## src/rtl/seg7_scan_reader.sv

```systemverilog
`default_nettype none
// ============================================================================
//  Module      : seg7_scan_reader
//  Description : Readback monitor for a multiplexed active-low 7-segment bus.
//                Synchronizes anode/segment lines, waits for each key to be
//                stable, decodes the glyph to a 4-bit digit code and assembles
//                complete frames, flagging bad glyphs and multi-anode keys.
//  Revision    : 1.0  initial release
// ============================================================================
module seg7_scan_reader #(
   parameter int NUM_DIGITS    = 4,
   parameter int STABLE_CYCLES = 4,
   parameter int CNT_W         = 8
) (
   input  logic                      clk,
   input  logic                      rst_n,
   input  logic [NUM_DIGITS-1:0]     an_n,
   input  logic [6:0]                seg_n,
   input  logic                      err_clr,
   output logic [4*NUM_DIGITS-1:0]   digits_out,
   output logic                      frame_valid,
   output logic                      frame_changed,
   output logic                      err_pattern,
   output logic                      err_anode
);

   localparam logic [CNT_W-1:0] CNT_MAX = CNT_W'(STABLE_CYCLES - 1);
   localparam int               LOW_W   = $clog2(NUM_DIGITS + 1);
   localparam logic [3:0]       CODE_BLANK = 4'hB;

   // Active-low glyph to digit code; bit 4 of the result marks an unknown glyph.
   function automatic logic [4:0] decode(input logic [6:0] s);
      logic [4:0] r;
      case (s)
         7'b0000001: r = {1'b0, 4'h0};
         7'b1001111: r = {1'b0, 4'h1};
         7'b0010010: r = {1'b0, 4'h2};
         7'b0000110: r = {1'b0, 4'h3};
         7'b1001100: r = {1'b0, 4'h4};
         7'b0100100: r = {1'b0, 4'h5};
         7'b0100000: r = {1'b0, 4'h6};
         7'b0001111: r = {1'b0, 4'h7};
         7'b0000000: r = {1'b0, 4'h8};
         7'b0000100: r = {1'b0, 4'h9};
         7'b1111110: r = {1'b0, 4'hA};
         7'b1111111: r = {1'b0, 4'hB};
         7'b0011100: r = {1'b0, 4'hE};
         default:    r = {1'b1, 4'hF};
      endcase
      return r;
   endfunction

   logic [1:0]                      rst_pipe;
   logic                            rst_int_n;
   logic [NUM_DIGITS-1:0]           an_meta, an_sync;
   logic [6:0]                      seg_meta, seg_sync;
   logic [CNT_W-1:0]                stab_cnt;
   logic                            cap_done;
   logic [NUM_DIGITS-1:0]           seen;
   logic [NUM_DIGITS-1:0][3:0]      digit_q;

   logic                            key_change;
   logic                            capture;
   logic [LOW_W-1:0]                low_cnt;
   logic [4:0]                      dec;
   logic [NUM_DIGITS-1:0]           wr_en;
   logic                            set_err_pattern;
   logic                            set_err_anode;
   logic                            frame_done;

   // Reset bridge: assert immediately, release aligned to clk.
   always_ff @(posedge clk or negedge rst_n) begin
      if (!rst_n) rst_pipe <= 2'b00;
      else        rst_pipe <= {rst_pipe[0], 1'b1};
   end
   assign rst_int_n = rst_pipe[1];

   // Two-flop synchronizer on every anode and segment line.
   always_ff @(posedge clk or negedge rst_int_n) begin
      if (!rst_int_n) begin
         an_meta  <= '1;
         an_sync  <= '1;
         seg_meta <= 7'h7F;
         seg_sync <= 7'h7F;
      end else begin
         an_meta  <= an_n;
         an_sync  <= an_meta;
         seg_meta <= seg_n;
         seg_sync <= seg_meta;
      end
   end

   // Capture qualification, anode count, decode and per-digit write enables.
   // The first sync stage is the value the key takes next, so comparing the
   // two stages tells whether the key is about to change at this edge.
   always_comb begin
      key_change = ({an_meta, seg_meta} != {an_sync, seg_sync});
      capture    = (stab_cnt == CNT_MAX) && !cap_done;
      dec        = decode(seg_sync);
      low_cnt    = '0;
      for (int i = 0; i < NUM_DIGITS; i++) begin
         if (!an_sync[i]) low_cnt = low_cnt + LOW_W'(1);
      end
      wr_en = '0;
      for (int i = 0; i < NUM_DIGITS; i++) begin
         wr_en[i] = capture && (low_cnt == LOW_W'(1)) && !an_sync[i];
      end
      set_err_pattern = capture && (low_cnt == LOW_W'(1)) && dec[4];
      set_err_anode   = capture && (low_cnt > LOW_W'(1));
      frame_done      = &seen;
   end

   // Stability counter with one capture per dwell.
   always_ff @(posedge clk or negedge rst_int_n) begin
      if (!rst_int_n) begin
         stab_cnt <= '0;
         cap_done <= 1'b0;
      end else if (key_change) begin
         stab_cnt <= '0;
         cap_done <= 1'b0;
      end else begin
         if (stab_cnt != CNT_MAX) stab_cnt <= stab_cnt + CNT_W'(1);
         if (capture)             cap_done <= 1'b1;
      end
   end

   // Digit registers and coverage vector; a capture on the completion
   // cycle lands in the freshly cleared vector and counts for the next frame.
   always_ff @(posedge clk or negedge rst_int_n) begin
      if (!rst_int_n) begin
         digit_q <= {NUM_DIGITS{CODE_BLANK}};
         seen    <= '0;
      end else begin
         for (int i = 0; i < NUM_DIGITS; i++) begin
            if (wr_en[i]) digit_q[i] <= dec[3:0];
         end
         seen <= (frame_done ? '0 : seen) | wr_en;
      end
   end

   // Frame publication with change detection against the previous frame.
   always_ff @(posedge clk or negedge rst_int_n) begin
      if (!rst_int_n) begin
         digits_out    <= {NUM_DIGITS{CODE_BLANK}};
         frame_valid   <= 1'b0;
         frame_changed <= 1'b0;
      end else begin
         frame_valid   <= frame_done;
         frame_changed <= frame_done && (digit_q != digits_out);
         if (frame_done) digits_out <= digit_q;
      end
   end

   // Sticky error flags; a new error outranks a simultaneous clear.
   always_ff @(posedge clk or negedge rst_int_n) begin
      if (!rst_int_n) begin
         err_pattern <= 1'b0;
         err_anode   <= 1'b0;
      end else begin
         if (set_err_pattern)  err_pattern <= 1'b1;
         else if (err_clr)     err_pattern <= 1'b0;
         if (set_err_anode)    err_anode   <= 1'b1;
         else if (err_clr)     err_anode   <= 1'b0;
      end
   end

endmodule
`default_nettype wire

```

## config.mk

```make
export PLATFORM = sky130hd
export DESIGN_NAME = seg7_scan_reader
export DESIGN_NICKNAME = d
export VERILOG_FILES = /design/src/rtl/seg7_scan_reader.sv
export SDC_FILE = /design/constraint.sdc
export NUM_CORES = 1
export LEC_CHECK = 0
export CAP_MARGIN = 30
export CORE_ASPECT_RATIO = 1.2
export CORE_MARGIN = 5
export CORE_UTILIZATION = 30
export CTS_BUF_LIST = sky130_fd_sc_hd__clkbuf_8
export DETAILED_ROUTE_END_ITERATION = 16
export PLACE_DENSITY = 0.51
export REMOVE_ABC_BUFFERS = 1
export SLEW_MARGIN = 10
export SYNTH_ARGS = -nofsm -noshare
export SYNTH_HDL_FRONTEND = slang
export SYNTH_SLANG_ARGS = --single-unit
```

## constraint.sdc

```tcl
create_clock -name clk -period 2.4 [get_ports clk]
set_input_delay 0.72 -clock clk [delete_from_list [all_inputs] [get_ports clk]]
set_output_delay 0.72 -clock clk [all_outputs]
set_load 0.01 [all_outputs]
```

==> metrics.md, run 1 <==
| Metric | Value |
|---|---|
| Post-Route WL | around 7 mm |
| DR vias/cell | about 4.5 |
| First-pass GRT wire length | 12.1 mm |
| Power density cells | 610 nW/um^2 |
| Worst skew pair latency | ~340 ps |
| Setup CP Type | reg -> reg |
| Setup WS post-layout | -104 ps |
| Reg-to-reg slack, setup | -100 ps |
| Setup crit end kind | flip-flop |
| Die area | 13700 um^2 |
| Worst Setup SP | an_sync[0] |
| Fin util | 39.4% |
| Sequential share of the synthesized area | between 50% and 60% |
| Crit-path cells | inv_2 > ha_4 > xnor2_2 > ha_1 > or3_4 > and2_4 > nor4_4 > mux2_4 |
| Area delta synth->final | 27.6% |
| Final worst path period need | between 2000 and 3000 ps |
| YS warnings | 0 |
| CP delay by family, top | simple AND/OR/NAND/NOR gates |
| Failing checks | setup timing |
| Hold/Removal Path Class | reg -> async |
| Vias in the first global route | around 2500 |
| WP buf/inv | 1 |
| Mapped Area | 3440 um^2 |
| Worst path max stage delay | 550 ps |
| Global Route Usage Sum | 11.0% |
| Worst Path Arrival | 2740 ps |
| RSZ-0062 raised after global routing | true |
| Final Hold Fails | 0 |
| Post-CTS setup repair buffer count | 0 |
| Seq pwr share | about half |
| Clock slew seen by the registers of the worst setup and hold paths | roughly 80 ps |
| Share of cells above drive strength 1 | 28.3% |
| Clock root buffer master | clkbuf_8 |
| Worst clock skew | 13.0 ps |
| Int Power | 0.00210 W |
| PortBufs | 33 |
| Slew HR | 64.4% |
| Largest net degree at the start of global routing | 72 |
| Synth top area share | 35.1% |
| Max-slew violation count | 0 |
| Hold Buf Count CTS | 0 |
| Status | finished with violations |
| Critical path launch point type | flip-flop |
| Total CTS buffers | 9 |
| Initial antenna violation count | 0 |
| Vias | 2418 |
| Die Ht | 127 um |
| Switch Pwr | 0.000581 W |
| Final net count | 391 |
| Required time at the worst-slack endpoint | 2630 ps |
| Drt wl/cell | 13.2 um |
| Post-route antenna net violation count | 0 |
| Clock Tree Buf Depth | 2 |
| Lkg Pwr | 1.78 nW |
| Yosys top cell by area | dfstp_2 |
| Drt first pass iters | 4 |
| Number of flops mapped to enable cells by yosys | 0 |
| Synthesized area per cell | 10.7 um^2 |
| Total grt overflow | 0 |
| H-tree depth | 3 |
| Top post-synthesis cells by area | dfstp_2 (35%), dfrtp_1 (20%), nand2_1 (7.4%) |
| Setup violations, final | 12 |
| Dpl ws | -295 ps |
| Iteration-0 DRC Markers | 85 |
| CTS tree | built |
| Filler cells | approximately 1100 |
| Starting Density | 30.9% |
| Comb power frac | about 6.5% |
| Net Sw Frac | between 20% and 30% |
| Worst hold slack | 283 ps |
| Post-synthesis cell count | 323 |
| Placed Instance Area | around 4100 um^2 |
| Flops & latches, synth | 73 |
| Die outline width | 108 um |
| Max cap viols | 0 |
| Post-Layout Cell Count | ~530 |
| CP max FO | 4 |
| Residual DRC count | 0 |
| Synth Flop Type | dfstp_2 |
| Period utilization | 104% |
| Ys async rst share | 100% |
| Final instance area | ~4400 um^2 |
| Synth unique cells | 50 |
| Placer Congestion | 0.788 |
| Crit-path slowest cell | dfstp_2 |
| Io pins | 34 |
| Antenna Diode Count | 0 |
| # rows | 42 |
| Fmax achieved | between 300 and 400 MHz |
| Core Area | 11100 um^2 |
| Clk network pwr share | 45.0% |
| Worst slew pin tran | 533 ps |
| Dpl cells | 516 |
| CTS sink count | 73 |
| Post-DP HPWL | 4.92 mm |
| Worst r2r src | an_sync[0] |
| Maximum vdd drop | 0.238 mV |
-- area by class of cell --
type | count | area, um^2 | share of cell area [%]
clock buffer | 11 | 151 | 3.45
multi-input combinational | 229 | 1530 | 34.9
timing repair buffer | 51 | 493 | 11.2
inverter | 9 | 33.8 | 0.769
sequential | 73 | 1890 | 42.9
clock inverter | 5 | 103 | 2.34
tap | 154 | 193 | 4.39
-- path summary, 6_finish.rpt --
check,to,cells after the start
max in group asynchronous,rst_pipe[1],1
min reg2reg,stab_cnt[4],1
max,digit_q[2],8
max reg2reg,digit_q[2],8
min in group clk,rst_pipe[1],0
min,stab_cnt[4],1
-- synthesized netlist by cell type, types with 4 or more instances --
cell      number
dfrtp_1       27
clkbuf_1       5
nor2_1        17
a21oi_1        5
nand3_1       12
nor4_1         4
xor2_1        19
xnor2_1       19
nand2_1       68
o21ai_0       11
nand2b_1       5
ha_1           4
mux2i_1        5
nor3_1         5
nand4_1        5
dfstp_2       46
inv_1          9
-- sequential cells by signal, indices dropped and copies added (netlist names), 2 cells and up --
register and flops:
an_sync 4, digits_out 16, seg_sync 7, digit_q 16, seen 4, rst_pipe 2, seg_meta 7, stab_cnt 8
an_meta 4
-- through the flow --
stage                     total power [W]  setup TNS (ps)
after global routing              0.00278           -2030
final                             0.00268            -675
after global placement            0.00149           -2940
after CTS                         0.00272           -1040
after floorplan                   0.00141           -2780
after detailed placement          0.00149           -3720
-- layout by cell type, fill, tap and decap left out, types with 8 or more instances in the layout --
cell type | netlist | layout
buf_4 | 1 | 13
clkbuf_8 | 0 | 11
clkdlybuf4s50_1 | 0 | 33
dfrtp_1 | 27 | 26
dfstp_2 | 46 | 46
inv_1 | 9 | 8
nand2_1 | 68 | 63
nand3_1 | 12 | 12
nor2_1 | 17 | 17
xnor2_1 | 19 | 18
xor2_1 | 19 | 19
-- power groups by stage --
stage / clock (W) / sequential, W / combinational, W
detailed placement: 0 / 0.00132 / 0.000169
finish: 0.00121 / 0.00130 / 0.000173
global placement: 0 / 0.00132 / 0.000166
global route: 0.00129 / 0.00131 / 0.000194
floorplan: 0 / 0.00133 / 0.0000792
CTS: 0.00124 / 0.00130 / 0.000174
-- cell families (layout without fill, tap and decap cells) --
group	count (synthesis)	in the layout	synth area share [%]
muxes	9	9	2.98
other	1	1	0.109
AOI/OAI and AO/OA	36	36	7.16
xor gates and xnor gates	38	38	9.67
adders and majority gates	4	4	1.45
and+or+nand+nor	141	141	21.1
buffers and inverters	21	76	2.73
DFF	73	73	54.8
-- repair_timing --
action                     in CTS  in global routing
setup endpoints to repair      20                 19
pin swaps                      11                 15
gates resized for setup        14                 17
-- routing by layer --
| layer | share of wire [%] | wire [um] | vias up | GRT usage (%) |
|---|---|---|---|---|
| met1 | 46 | 3240 | 1153 | 14.3 |
| met3 | 3.7 | 257 | 8 | 2.07 |
| met2 | 48 | 3400 | 45 | 17.9 |
| met5 | 0 | 0 | - | 0 |
| met4 | 1.7 | 118 | 0 | 4.68 |
| li1 | - | - | 1212 | - |
Note: power is estimated with default switching activity, not from simulation.
==> inputs of run 2 (changes only) <==
ABC_AREA = 0   (was not set)
CAP_MARGIN = 20   (was 30)
==> results of run 2 <==
No change in the layout: final DEF, timing and power equal those of run 1.
